===== config.mk =====
export PLATFORM = sky130hd
export DESIGN_NAME = pc_redirect_controller
export DESIGN_NICKNAME = d
export VERILOG_FILES = /design/src/rtl/pc_redirect_controller.sv
export SDC_FILE = /design/constraint.sdc
export NUM_CORES = 1
export LEC_CHECK = 0
export CAP_MARGIN = 20
export CORE_MARGIN = 2
export CORE_UTILIZATION = 39
export DETAILED_ROUTE_END_ITERATION = 12
export PLACE_DENSITY = 0.65
export SYNTH_ARGS = -nofsm -noshare
export SYNTH_HDL_FRONTEND = slang
export SYNTH_SLANG_ARGS = --single-unit

===== constraint.sdc =====
create_clock -name CLK -period 5.6 [get_ports CLK]
set_clock_uncertainty 0.2 [all_clocks]
set_input_delay 1.12 -clock CLK [delete_from_list [all_inputs] [get_ports CLK]]
set_output_delay 1.12 -clock CLK [all_outputs]
set_load 0.1 [all_outputs]

===== src/rtl/pc_redirect_controller.sv =====
// Front-end PC sequencer: applies EX-stage redirects, arbitrates them against
// load-use stalls and instruction-memory waits, and drives IF/ID, ID/EX control.
module pc_redirect_controller #(
  parameter logic [31:0] RESET_PC = 32'h0000_0000
) (
  input  logic        CLK,
  input  logic        RESET_N,
  input  logic        EX_VALID,
  input  logic        BRANCH_SELECT,
  input  logic [31:0] TARGET_ADDRESS,
  input  logic        STALL,
  input  logic        IMEM_BUSY,
  output logic [31:0] PC,
  output logic [31:0] PC_PLUS4,
  output logic        PC_WRITE,
  output logic        IFID_WRITE,
  output logic        FLUSH_IFID,
  output logic        FLUSH_IDEX,
  output logic        REDIRECT_PENDING,
  output logic        HALTED,
  output logic [31:0] ERR_ADDR,
  output logic [31:0] REDIRECT_COUNT
);

  typedef enum logic [1:0] {
    S_RUN  = 2'b00,
    S_HOLD = 2'b01,
    S_HALT = 2'b10
  } state_t;

  state_t      r_state;
  state_t      w_state_nxt;
  logic [31:0] r_pc;
  logic [31:0] r_pending;
  logic [31:0] r_err_addr;
  logic [31:0] r_count;

  logic [31:0] w_pc_plus4;
  logic [31:0] w_pc_nxt;
  logic [31:0] w_pending_nxt;
  logic [31:0] w_err_nxt;
  logic        w_take;
  logic        w_misaligned;
  logic        w_count_inc;
  logic        w_pc_write;
  logic        w_ifid_write;
  logic        w_flush_ifid;
  logic        w_flush_idex;

  assign w_take       = EX_VALID & BRANCH_SELECT;
  assign w_misaligned = (TARGET_ADDRESS[1:0] != 2'b00);
  assign w_pc_plus4   = r_pc + 32'd4;

  always_comb begin
    w_state_nxt   = r_state;
    w_pc_nxt      = w_pc_plus4;
    w_pending_nxt = r_pending;
    w_err_nxt     = r_err_addr;
    w_count_inc   = 1'b0;
    w_pc_write    = 1'b0;
    w_ifid_write  = 1'b0;
    w_flush_ifid  = 1'b0;
    w_flush_idex  = 1'b0;

    case (r_state)
      S_RUN: begin
        // A take wins over STALL: the stalled ID instruction is on the wrong path.
        if (w_take && w_misaligned) begin
          w_err_nxt    = TARGET_ADDRESS;
          w_state_nxt  = S_HALT;
          w_flush_ifid = 1'b1;
          w_flush_idex = 1'b1;
        end else if (w_take && IMEM_BUSY) begin
          w_pending_nxt = TARGET_ADDRESS;
          w_state_nxt   = S_HOLD;
          w_flush_ifid  = 1'b1;
          w_flush_idex  = 1'b1;
          w_count_inc   = 1'b1;
        end else if (w_take) begin
          w_pc_nxt     = TARGET_ADDRESS;
          w_pc_write   = 1'b1;
          w_flush_ifid = 1'b1;
          w_flush_idex = 1'b1;
          w_count_inc  = 1'b1;
        end else if (STALL) begin
          w_flush_idex = 1'b1;
        end else if (IMEM_BUSY) begin
          w_flush_ifid = 1'b1;
        end else begin
          w_pc_write   = 1'b1;
          w_ifid_write = 1'b1;
        end
      end

      S_HOLD: begin
        // EX and ID hold only bubbles here, so branch and stall inputs are ignored.
        w_flush_ifid = 1'b1;
        if (!IMEM_BUSY) begin
          w_pc_nxt    = r_pending;
          w_pc_write  = 1'b1;
          w_state_nxt = S_RUN;
        end
      end

      S_HALT: begin
        w_flush_ifid = 1'b1;
        w_flush_idex = 1'b1;
      end

      default: begin
        w_state_nxt  = S_RUN;
        w_flush_ifid = 1'b1;
        w_flush_idex = 1'b1;
      end
    endcase

    if (w_flush_ifid) begin
      w_ifid_write = 1'b1;
    end
  end

  always_ff @(posedge CLK or negedge RESET_N) begin
    if (!RESET_N) begin
      r_state    <= S_RUN;
      r_pc       <= RESET_PC;
      r_pending  <= 32'h0;
      r_err_addr <= 32'h0;
      r_count    <= 32'h0;
    end else begin
      r_state    <= w_state_nxt;
      r_pending  <= w_pending_nxt;
      r_err_addr <= w_err_nxt;
      if (w_pc_write) begin
        r_pc <= w_pc_nxt;
      end
      if (w_count_inc) begin
        r_count <= r_count + 32'd1;
      end
    end
  end

  // While reset is held the pipeline is frozen and both pipeline registers bubble.
  assign PC_WRITE         = RESET_N & w_pc_write;
  assign IFID_WRITE       = RESET_N & w_ifid_write;
  assign FLUSH_IFID       = ~RESET_N | w_flush_ifid;
  assign FLUSH_IDEX       = ~RESET_N | w_flush_idex;
  assign PC               = r_pc;
  assign PC_PLUS4         = w_pc_plus4;
  assign REDIRECT_PENDING = (r_state == S_HOLD);
  assign HALTED           = (r_state == S_HALT);
  assign ERR_ADDR         = r_err_addr;
  assign REDIRECT_COUNT   = r_count;

endmodule


==> flow_metrics.env <==
export IMPL_cp_start_kind="flip-flop"
export IMPL_die_x_um=134
export IMPL_hold_depth=1
export IMPL_start_util_pct=40.0
export IMPL_fmax_mhz=205
export IMPL_core_sq_um=16600
export IMPL_setup_viol=0
export IMPL_synthCells=610
export IMPL_mostFrequentLayoutCell="clkdlybuf4s50_1"
export IMPL_antenna_left=0
export IMPL_fin_crit_ns=4.87
export IMPL_overflow=0
export IMPL_fin_nets=811
export IMPL_grt_usage_pct=21.7
export IMPL_wl_um=19000
export IMPL_final_area_sq_um=9200
export IMPL_syn_area_sq_um=6630
export IMPL_avgSynthCellArea_sq_um=10.9
export IMPL_drtIter0Drc=354
export IMPL_clockBufferDepth=2
export IMPL_grt_pass1_wl_um=30400
export IMPL_grt_busiest_layer="met2"
export IMPL_seq_area_frac_synth_pct=49.1
export IMPL_grt_util_met2_pct=34.4
export IMPL_final_max_slew_violation_count=0
export IMPL_ff2ff_path_depth=4
export IMPL_grt_use_met3_pct=5.71
export IMPL_cts_tree="built"
export IMPL_cts_max_level=4
export IMPL_crit_required_ns=4.28
export IMPL_run_status="completed"
export IMPL_vias=5475
export IMPL_final_cells=1004
export IMPL_worst_path_max_fanout=6
export IMPL_dp_hpwl_um=13600
export IMPL_port_buffers=171
export IMPL_min_path_type="flip-flop to flip-flop"
export IMPL_synth_seq_cells=130
export IMPL_final_cell_mix="clkdlybuf4s50_1 (166), dfrtp_1 (130), mux2_2 (60), nor2_1 (43), nand2_1 (33)"
export IMPL_async_reset_ff_share_pct=100
export IMPL_dpl_cell_count=971
export IMPL_post_route_period_util_pct=86.9
export IMPL_p_per_area_nw_per_um2=559
export IMPL_numCtsBuffers=17
export IMPL_hold_viol=0
export IMPL_io_pin_count=172
export IMPL_drive_gt1_share_pct=15.6
export IMPL_clk_latency_ns=0.42
export IMPL_cts_sinks=130
export IMPL_finalCoreUtilization_pct=55.5
export IMPL_diodes=0
export IMPL_worst_pin_slew_ns=1.04
export IMPL_grt_pass1_vias=5447
export IMPL_root_buffer="clkbuf_16"
export IMPL_tns_ns=0
export IMPL_rows=47
export IMPL_maxCapViolCount=0
export IMPL_vias_per_cell=5.45
export IMPL_p_leak_nw=3.83
export IMPL_dr_pass1_iters=5
export IMPL_antenna_found_initial=0
export IMPL_grt_met1_usage_pct=28.8
export IMPL_grt_max_degree=83
export IMPL_relSlewSlack_pct=30.2
export IMPL_nFillCells=1454
export IMPL_avgRoutedWirePerCell_um=18.9
export IMPL_ctsResizeCount=0
export IMPL_whs_endpoint="r_pending[0]$_DFFE_PN0P_"
export IMPL_r2r_end="r_pending[28]$_DFFE_PN0P_"
export IMPL_worstHoldStart="r_pending[0]$_DFFE_PN0P_"
export IMPL_ir_drop_uv=354
export IMPL_ys_flop_type="dfrtp_1"
export IMPL_worstSetupPathType="flip-flop to output pin"
export IMPL_synth_edf_count=0
export IMPL_syn_to_final_growth_pct=38.8
export IMPL_post_dp_cell_area_sq_um=8480
export IMPL_r2r_slack_ns=2.87
export IMPL_drcViolationCount=0
export IMPL_cts_hold_buf=0
export IMPL_end_kind="output pin"
export IMPL_path_clk_slew_ns=0.06
export IMPL_ys_warn_count=0
export IMPL_dieHeight_um=134
export IMPL_globalplace_congestion=0.872
export IMPL_synthDistinctLibCells=62
export IMPL_fp_dieArea_sq_um=18100
export IMPL_timing_rr_start="r_state[0]$_DFFE_PN0P_"
export IMPL_crit_arrival_ns=3.55
export IMPL_rsz0062_at_grt="no"
export IMPL_syn_num_nets=650
export IMPL_cts_post_setup_buffers_inserted=0
[cells in the mapped netlist (13+ instances only)]
master    instances  area [sq um]
dfrtp_1         130          3250
mux2_2           60           676
nor2_1           43           161
nand2_1          33           124
xnor2_1          32           280
nand3_1          28           140
a21oi_1          25           125
xor2_1           25           219
a22o_1           19           166
o21ai_0          18          90.1
nand4_1          15          93.8
clkbuf_1         14          52.6
buf_2            13          65.1
[final cells by class]
type	count	area, sq um	share of cell area (%)
timing repair buffer	179	1780	19.4
tap	220	275	2.99
sequential	130	3250	35.4
clock inverter	12	226	2.46
clock buffer	20	467	5.07
multi-input combinational	432	3160	34.3
inverter	11	41.3	0.449
[worst max path at each step]
stage / startpoint / to / slack (ns)
after floorplan: PC[2]$_DFFE_PN0N_ / PC_PLUS4[30] / 0.63
after global placement: PC[5]$_DFFE_PN0N_ / PC_PLUS4[23] / 1.28
after detailed placement: PC[2]$_DFFE_PN0N_ / PC_PLUS4[30] / 1.24
after CTS: PC[2]$_DFFE_PN0N_ / PC_PLUS4[30] / 0.75
after global routing: PC[2]$_DFFE_PN0N_ / PC_PLUS4[30] / 0.56
final: PC[2]$_DFFE_PN0N_ / PC_PLUS4[30] / 0.73
[cell families (layout without fill, tap and decap cells)]
kind of cell	count (synthesis)	in the layout	share of synthesized area, %
AND/OR/NAND/NOR	191	191	16.3
XOR/XNOR	57	57	7.53
buffers and inverters	48	222	3.53
adder cells (fa/ha/maj)	2	2	0.377
multiplexers	65	65	11.0
AO/OA/AOI/OAI	117	117	12.2
flip-flops	130	130	49.1
[layer usage]
metal | share of wire [%] | wire length, um
met5 | 0 | 0
met4 | 2.2 | 416
met3 | 6.7 | 1270
met2 | 47 | 8960
met1 | 44 | 8360
[critical path: stages (launching register included)]
cell,delay (ns)
dfrtp_1,0.46
ha_1,0.26
and3_2,0.29
nand2_1,0.17
nor4_1,0.56
xor2_1,0.21
clkdlybuf4s50_1,1.17
[state kept, by name, indices dropped and copies added (netlist names)]
register	count
PC	32
ERR_ADDR	32
r_pending	32
REDIRECT_COUNT	32
r_state	2
[power breakdown]
part / total (mW) / switching (mW) / internal, mW / leakage (nW)
Clock: 1.30 / 0.424 / 0.872 / 0.333
Sequential: 1.30 / 0.164 / 1.13 / 1.67
Combinational: 2.55 / 1.97 / 0.582 / 1.82
Total: 5.14 / 2.55 / 2.59 / 3.83
[metrics by stage]
stage	worst slack, ns	hold slack (ns)	total power [mW]
final	0.732	0.288	5.14
after global routing	0.564	0.309	5.30
after CTS	0.745	0.290	5.17
after detailed placement	1.24	0.272	3.86
after global placement	1.28	0.263	3.84
after floorplan	0.626	0.254	3.25
Note: power is estimated with default switching activity, not from simulation.
